File: config.mk
export PLATFORM = sky130hd
export DESIGN_NAME = seqdet_prog_flat
export DESIGN_NICKNAME = d
export VERILOG_FILES = /design/src/rtl/seqdet_prog_if.sv /design/src/rtl/seqdet_prog.sv /design/src/flat_wrapper.sv
export SDC_FILE = /design/constraint.sdc
export NUM_CORES = 1
export LEC_CHECK = 0
export CORE_MARGIN = 2
export CORE_UTILIZATION = 45
export CTS_BUF_LIST = sky130_fd_sc_hd__clkbuf_4 sky130_fd_sc_hd__clkbuf_8 sky130_fd_sc_hd__clkbuf_16
export DETAILED_ROUTE_END_ITERATION = 8
export GPL_TIMING_DRIVEN = 0
export PLACE_DENSITY = 0.8
export SLEW_MARGIN = 20
export SYNTH_ARGS = -nofsm -noshare
export SYNTH_HDL_FRONTEND = slang
export SYNTH_SLANG_ARGS = --single-unit
File: constraint.sdc
create_clock -name clk -period 4 [get_ports clk]
set_input_delay 0.8 -clock clk [delete_from_list [all_inputs] [get_ports clk]]
set_output_delay 0.8 -clock clk [all_outputs]
set_load 0.005 [all_outputs]
File: src/rtl/seqdet_prog_if.sv
// seqdet_prog_if: stream, configuration and detect signals of the
// programmable sequence detector. The cfg_mask field exists only when
// SEQDET_MASK_EN is defined.
interface seqdet_prog_if #(
    parameter int PAT_LEN = 4,
    parameter int CNT_W   = 8
);
    logic               i_valid;
    logic               i_data;
    logic               cfg_load;
    logic [PAT_LEN-1:0] cfg_pattern;
    logic               cfg_overlap;
`ifdef SEQDET_MASK_EN
    logic [PAT_LEN-1:0] cfg_mask;
`endif
    logic               o_det;
    logic [CNT_W-1:0]   o_det_cnt;
    logic               o_armed;

`ifdef SEQDET_MASK_EN
    modport master (
        output i_valid, i_data, cfg_load, cfg_pattern, cfg_overlap, cfg_mask,
        input  o_det, o_det_cnt, o_armed
    );
    modport slave (
        input  i_valid, i_data, cfg_load, cfg_pattern, cfg_overlap, cfg_mask,
        output o_det, o_det_cnt, o_armed
    );
`else
    modport master (
        output i_valid, i_data, cfg_load, cfg_pattern, cfg_overlap,
        input  o_det, o_det_cnt, o_armed
    );
    modport slave (
        input  i_valid, i_data, cfg_load, cfg_pattern, cfg_overlap,
        output o_det, o_det_cnt, o_armed
    );
`endif
endinterface

File: src/rtl/seqdet_prog.sv
// seqdet_prog: runtime-programmable serial pattern detector (Mealy).
// Keeps the last PAT_LEN-1 valid bits and flags a match in the same cycle
// the final pattern bit arrives. Supports overlapping/non-overlapping mode
// and a saturating detection counter.
// Optional feature: define SEQDET_MASK_EN to add a per-bit don't-care mask
// (cfg_mask) to the comparison.
module seqdet_prog #(
    parameter int                 PAT_LEN   = 4,
    parameter int                 CNT_W     = 8,
    parameter logic [PAT_LEN-1:0] RESET_PAT = PAT_LEN'(4'b1101),
    parameter logic               RESET_OVL = 1'b1
) (
    input  logic          clk,
    input  logic          reset,
    seqdet_prog_if.slave  bus
);
    localparam int               FW       = $clog2(PAT_LEN + 1);
    localparam logic [FW-1:0]    FILL_MAX = FW'(PAT_LEN - 1);
    localparam logic [CNT_W-1:0] CNT_MAX  = '1;

    // FILL: still collecting history; ARMED: the next valid bit can complete a match.
    typedef enum logic {
        ST_FILL  = 1'b0,
        ST_ARMED = 1'b1
    } state_t;

    logic [PAT_LEN-1:0] pat_q,  pat_d;
    logic               ovl_q,  ovl_d;
    logic [PAT_LEN-2:0] hist_q, hist_d;
    logic [FW-1:0]      fill_q, fill_d;
    logic [CNT_W-1:0]   cnt_q,  cnt_d;
`ifdef SEQDET_MASK_EN
    logic [PAT_LEN-1:0] mask_q, mask_d;
`endif

    state_t             state;
    logic [PAT_LEN-1:0] window;
    logic               hit;
    logic               match;

    // The fill counter is the state register; the FSM state is its decode.
    assign state  = (fill_q == FILL_MAX) ? ST_ARMED : ST_FILL;

    // Candidate word: stored history followed by the bit on the wire now.
    assign window = {hist_q, bus.i_data};

`ifdef SEQDET_MASK_EN
    assign hit = ((window ^ pat_q) & mask_q) == '0;
`else
    assign hit = (window == pat_q);
`endif

    // A load in the same cycle always suppresses detection.
    assign match = bus.i_valid & ~bus.cfg_load & (state == ST_ARMED) & hit;

    assign bus.o_det     = match;
    assign bus.o_det_cnt = cnt_q;
    assign bus.o_armed   = (state == ST_ARMED);

    // Next-state logic: load, history shift, fill tracking and counting.
    always_comb begin
        // NOTE: every next-state signal gets its hold value first so no path leaves it unassigned (no latch).
        pat_d  = pat_q;
        ovl_d  = ovl_q;
        hist_d = hist_q;
        fill_d = fill_q;
        cnt_d  = cnt_q;
`ifdef SEQDET_MASK_EN
        mask_d = mask_q;
`endif
        if (bus.cfg_load) begin
            pat_d  = bus.cfg_pattern;
            ovl_d  = bus.cfg_overlap;
            hist_d = '0;
            fill_d = '0;
            cnt_d  = '0;
`ifdef SEQDET_MASK_EN
            mask_d = bus.cfg_mask;
`endif
        end else if (bus.i_valid) begin
            hist_d = window[PAT_LEN-2:0];
            case (state)
                ST_FILL:  fill_d = fill_q + FW'(1);
                ST_ARMED: begin
                    // Non-overlapping: a match consumes its bits entirely.
                    if (match && !ovl_q) begin
                        hist_d = '0;
                        fill_d = '0;
                    end
                end
            endcase
            if (match && (cnt_q != CNT_MAX)) begin
                cnt_d = cnt_q + CNT_W'(1);
            end
        end
    end

    // State registers with asynchronous reset to the power-up configuration.
    always_ff @(posedge clk or posedge reset) begin
        if (reset) begin
            pat_q  <= RESET_PAT;
            ovl_q  <= RESET_OVL;
            hist_q <= '0;
            fill_q <= '0;
            cnt_q  <= '0;
`ifdef SEQDET_MASK_EN
            mask_q <= '1;
`endif
        end else begin
            // NOTE: non-blocking updates so every register samples pre-edge values.
            pat_q  <= pat_d;
            ovl_q  <= ovl_d;
            hist_q <= hist_d;
            fill_q <= fill_d;
            cnt_q  <= cnt_d;
`ifdef SEQDET_MASK_EN
            mask_q <= mask_d;
`endif
        end
    end
endmodule
File: src/flat_wrapper.sv
// flat-port wrapper written by rule: the top's interface ports become plain ports
module seqdet_prog_flat 
#(
    parameter int                 PAT_LEN   = 4,
    parameter int                 CNT_W     = 8,
    parameter logic [PAT_LEN-1:0] RESET_PAT = PAT_LEN'(4'b1101),
    parameter logic               RESET_OVL = 1'b1
)
  (clk, reset, bus_i_valid, bus_i_data, bus_cfg_load, bus_cfg_pattern, bus_cfg_overlap, bus_o_det, bus_o_det_cnt, bus_o_armed);
  seqdet_prog_if #(.PAT_LEN(PAT_LEN), .CNT_W(CNT_W)) bus_i ();
  input  logic clk;
  input  logic reset;
  input wire logic [$bits(bus_i.i_valid)-1:0] bus_i_valid;
  input wire logic [$bits(bus_i.i_data)-1:0] bus_i_data;
  input wire logic [$bits(bus_i.cfg_load)-1:0] bus_cfg_load;
  input wire logic [$bits(bus_i.cfg_pattern)-1:0] bus_cfg_pattern;
  input wire logic [$bits(bus_i.cfg_overlap)-1:0] bus_cfg_overlap;
  output wire logic [$bits(bus_i.o_det)-1:0] bus_o_det;
  output wire logic [$bits(bus_i.o_det_cnt)-1:0] bus_o_det_cnt;
  output wire logic [$bits(bus_i.o_armed)-1:0] bus_o_armed;
  assign bus_i.i_valid = bus_i_valid;
  assign bus_i.i_data = bus_i_data;
  assign bus_i.cfg_load = bus_cfg_load;
  assign bus_i.cfg_pattern = bus_cfg_pattern;
  assign bus_i.cfg_overlap = bus_cfg_overlap;
  assign bus_o_det = bus_i.o_det;
  assign bus_o_det_cnt = bus_i.o_det_cnt;
  assign bus_o_armed = bus_i.o_armed;
  seqdet_prog #(.PAT_LEN(PAT_LEN), .CNT_W(CNT_W), .RESET_PAT(RESET_PAT), .RESET_OVL(RESET_OVL)) u_core (.clk(clk), .reset(reset), .bus(bus_i));
endmodule
==> reports/summary.json <==
{
  "synth_async_sr_flop_share_pct": 100,
  "timing.final.crit_share_pct": 87.8,
  "yosys.cell_count.top_type": "sky130_fd_sc_hd__dfrtp_1",
  "num_rows": 17,
  "synthesized_net_count": 111,
  "post-cts-setup-buffer-count": 0,
  "largest_net_degree_at_the_start_of_global_routing": 20,
  "finalSetupViolCount": 0,
  "highest_clock_rate_ghz": 0.285,
  "largest_cells_by_area_after_synthesis": "sky130_fd_sc_hd__dfrtp_1, sky130_fd_sc_hd__dfstp_2, sky130_fd_sc_hd__mux2_2",
  "cts_resized": 0,
  "synth_cell_type_count": 36,
  "root_buffer_selected_by_cts": "sky130_fd_sc_hd__clkbuf_4",
  "area.growth.synth_to_final_pct": 23.6,
  "h-tree-depth": 1,
  "wire_per_inst_microns": 14.5,
  "dp_hpwl_mm": 1.65,
  "io_buffers": 18,
  "post_cts_hold_buffer_count": 0,
  "antenna-diode-count": 0,
  "run_status": "finished clean",
  "die_x_microns": 51.8,
  "layout-drive-gt1-share_pct": 14.9,
  "crit_path_frequent_cell": "sky130_fd_sc_hd__clkdlybuf4s50_1",
  "tightestPinTransition_ns": 0.721,
  "route.detailed.drc": 0,
  "via_count_of_the_first_global_routing_pass": 897,
  "leakagePower_nw": 0.502,
  "worst_path_cell_trace": "clkdlybuf4s50_1, and4bb_2, nand4_4, nor2_1, clkdlybuf4s50_1",
  "floorplan.core_area_sq_um": 2190,
  "cp_slowest_stage_delay_ns": 0.62,
  "clock-sinks": 19,
  "antenna_left": 0,
  "ir_drop_mv": 0.218,
  "fin_worst_skew_ns": 0.00798,
  "ys_seq_elements": 19,
  "synthesis.instances": 99,
  "fin_cells": 149,
  "grt_first_pass_wirelength_mm": 3.73,
  "power-per-cell-area_nw_per_um2": 283,
  "yosys_warnings": 0,
  "drt-pass1-iter-count": 4,
  "rsz0062_at_grt": "no",
  "route.vias.total": 862,
  "die-area_sq_um": 2680,
  "floorplan.die.height_microns": 51.8,
  "ff2ff_setup_slack_ns": 2.10,
  "viasPerCell": 5.79,
  "total_global_route_track_usage_pct": 19.0,
  "start_util_pct": 46.9,
  "cts_made_buffers": 3,
  "critical_path_required_time_ns": 3.20,
  "first_iter_violations": 15,
  "overflow": 0,
  "critical_path_arrival_ns": 2.71,
  "avg_inst_size_synth_sq_um": 10.4,
  "period_needed_ns": 3.51,
  "post-place-cells": 145,
  "path_clk_slew_ns": 0.12,
  "postRouteWirelength_mm": 2.15,
  "timing.slew.headroom_pct": 51.9,
  "layout.nets": 134,
  "ios": 20,
  "setup.worst_path.start_class": "input pin",
  "clock_insertion_delay_at_the_later_pin_of_the_skew_report_ns": 0.31,
  "maxSlewViolCount": 0,
  "fin_area_sq_um": 1270,
  "routabilityCongestion": 0.822,
  "timing.critical_path.slowest_stage_cell": "sky130_fd_sc_hd__clkdlybuf4s50_1",
  "yosysSeqAreaShare_pct": 46.7,
  "max-cap-violations": 0,
  "ys_top_cells_by_count": "sky130_fd_sc_hd__dfrtp_1, sky130_fd_sc_hd__nand2_1, sky130_fd_sc_hd__mux2_2, sky130_fd_sc_hd__nor2_1",
  "cts_tree": "built",
  "crit_type": "input pin to output pin",
  "synth_enable_flop_cells": 0,
  "critical_path_peak_fanout": 9,
  "report.final.hold_viol_count": 0,
  "path_buf_inv": 2,
  "ys.flop_type": "sky130_fd_sc_hd__dfrtp_1",
  "fin_tns_setup_ns": 0,
  "worstSetupEndpointType": "output pin",
  "placed_area_sq_um": 1240,
  "hp-class": "flip-flop to flip-flop",
  "worst_path_dominant_cell_family": "buffers and inverters",
  "synth.largest_area_cell": "sky130_fd_sc_hd__dfrtp_1",
  "synth.top_cell.area_share_pct": 36.5,
  "mappedNetlistArea_sq_um": 1030,
  "max-clock-path-buffers": 2,
  "finalCoreUtilization_pct": 58.0,
  "totalPowerFinal_mw": 0.359,
  "antenna_violations_before_repair": 0
}
[cell type report]
type	instances	area, sq um
fill	199	920
sequential	19	480
clock buffer	3	22.5
tap	28	35.0
buffer	2	15.0
inverter	4	15.0
multi-input combinational	74	518
clock inverter	1	5.00
timing repair buffer	18	180
[logic make-up (layout without fill, tap and decap cells)]
family	Yosys count	count (layout)	synth area share, %
AOI/OAI and AO/OA	19	19	12.5
muxes	8	8	8.64
adders and majority gates	2	2	2.43
DFF	19	19	46.7
xor gates and xnor gates	5	5	4.26
buffers and inverters	6	28	2.92
and+or+nand+nor	40	40	22.5
[state kept, by name (all words and copies together) (netlist names)]
register              flops
u_core.hist_q             3
u_core.fill_q             3
u_core.bus.o_det_cnt      8
u_core.ovl_q              1
u_core.pat_q              4
[path summary, 6_finish.rpt]
path,start,cells after the start,to
max,bus_i_valid,5,bus_o_det
max reg2reg,u_core.fill_q[1]$_DFFE_PP0P_,5,u_core.bus.o_det_cnt[1]$_DFFE_PP0P_
max in group asynchronous,reset,2,u_core.fill_q[0]$_DFFE_PP0P_
min,u_core.fill_q[2]$_DFFE_PP0P_,1,u_core.fill_q[2]$_DFFE_PP0P_
min in group asynchronous,reset,2,u_core.fill_q[1]$_DFFE_PP0P_
min reg2reg,u_core.fill_q[2]$_DFFE_PP0P_,1,u_core.fill_q[2]$_DFFE_PP0P_
[worst reg2reg max path, delay by kind of cell, from the launching register on]
family,cells,cell delay (ns)
flip-flops,1,0.40
AND/OR/NAND/NOR,3,0.81
adder cells (fa/ha/maj),1,0.20
multiplexers,1,0.38
[per-layer routing]
| layer | GRT usage [%] | wire, microns | up-vias |
|---|---|---|---|
| met1 | 19.3 | 900 | 424 |
| met5 | 0 | 0 | - |
| met4 | 10.1 | 38 | 0 |
| li1 | - | - | 413 |
| met3 | 3.74 | 75 | 5 |
| met2 | 35.9 | 1140 | 20 |
[layout by cell type, fill, tap and decap left out, types with 2 or more instances in the layout]
master | synthesis | final
sky130_fd_sc_hd__o21ai_0 | 2 | 2
sky130_fd_sc_hd__nor2b_1 | 2 | 2
sky130_fd_sc_hd__nor4_1 | 3 | 3
sky130_fd_sc_hd__nand2_1 | 10 | 10
sky130_fd_sc_hd__o31ai_1 | 3 | 3
sky130_fd_sc_hd__ha_1 | 2 | 2
sky130_fd_sc_hd__dfstp_2 | 4 | 4
sky130_fd_sc_hd__clkbuf_4 | 0 | 3
sky130_fd_sc_hd__nand4_1 | 2 | 2
sky130_fd_sc_hd__clkdlybuf4s50_1 | 0 | 18
sky130_fd_sc_hd__a31oi_1 | 2 | 2
sky130_fd_sc_hd__dfrtp_1 | 15 | 15
sky130_fd_sc_hd__xnor2_1 | 4 | 4
sky130_fd_sc_hd__mux2_2 | 7 | 7
sky130_fd_sc_hd__a211oi_1 | 2 | 2
sky130_fd_sc_hd__nand3_1 | 4 | 4
sky130_fd_sc_hd__inv_1 | 4 | 4
sky130_fd_sc_hd__nor3_1 | 3 | 3
sky130_fd_sc_hd__nor2_1 | 6 | 6
sky130_fd_sc_hd__a21oi_1 | 4 | 4
sky130_fd_sc_hd__and3_1 | 3 | 3
[through the flow]
step                      setup WS (ns)  hold WS (ns)
after floorplan                    1.62         0.469
after global placement            0.574         0.488
after detailed placement          0.515         0.514
after CTS                         0.516         0.540
after global routing              0.446         0.565
final                             0.489         0.543
[power breakdown]
group          switching [mW]  total, mW  internal [mW]  leakage (nW)
sequential            0.00680      0.210          0.203         0.247
combinational          0.0247     0.0463         0.0216         0.237
clock                  0.0657      0.103         0.0374        0.0177
(Power assumes the default switching activity.)
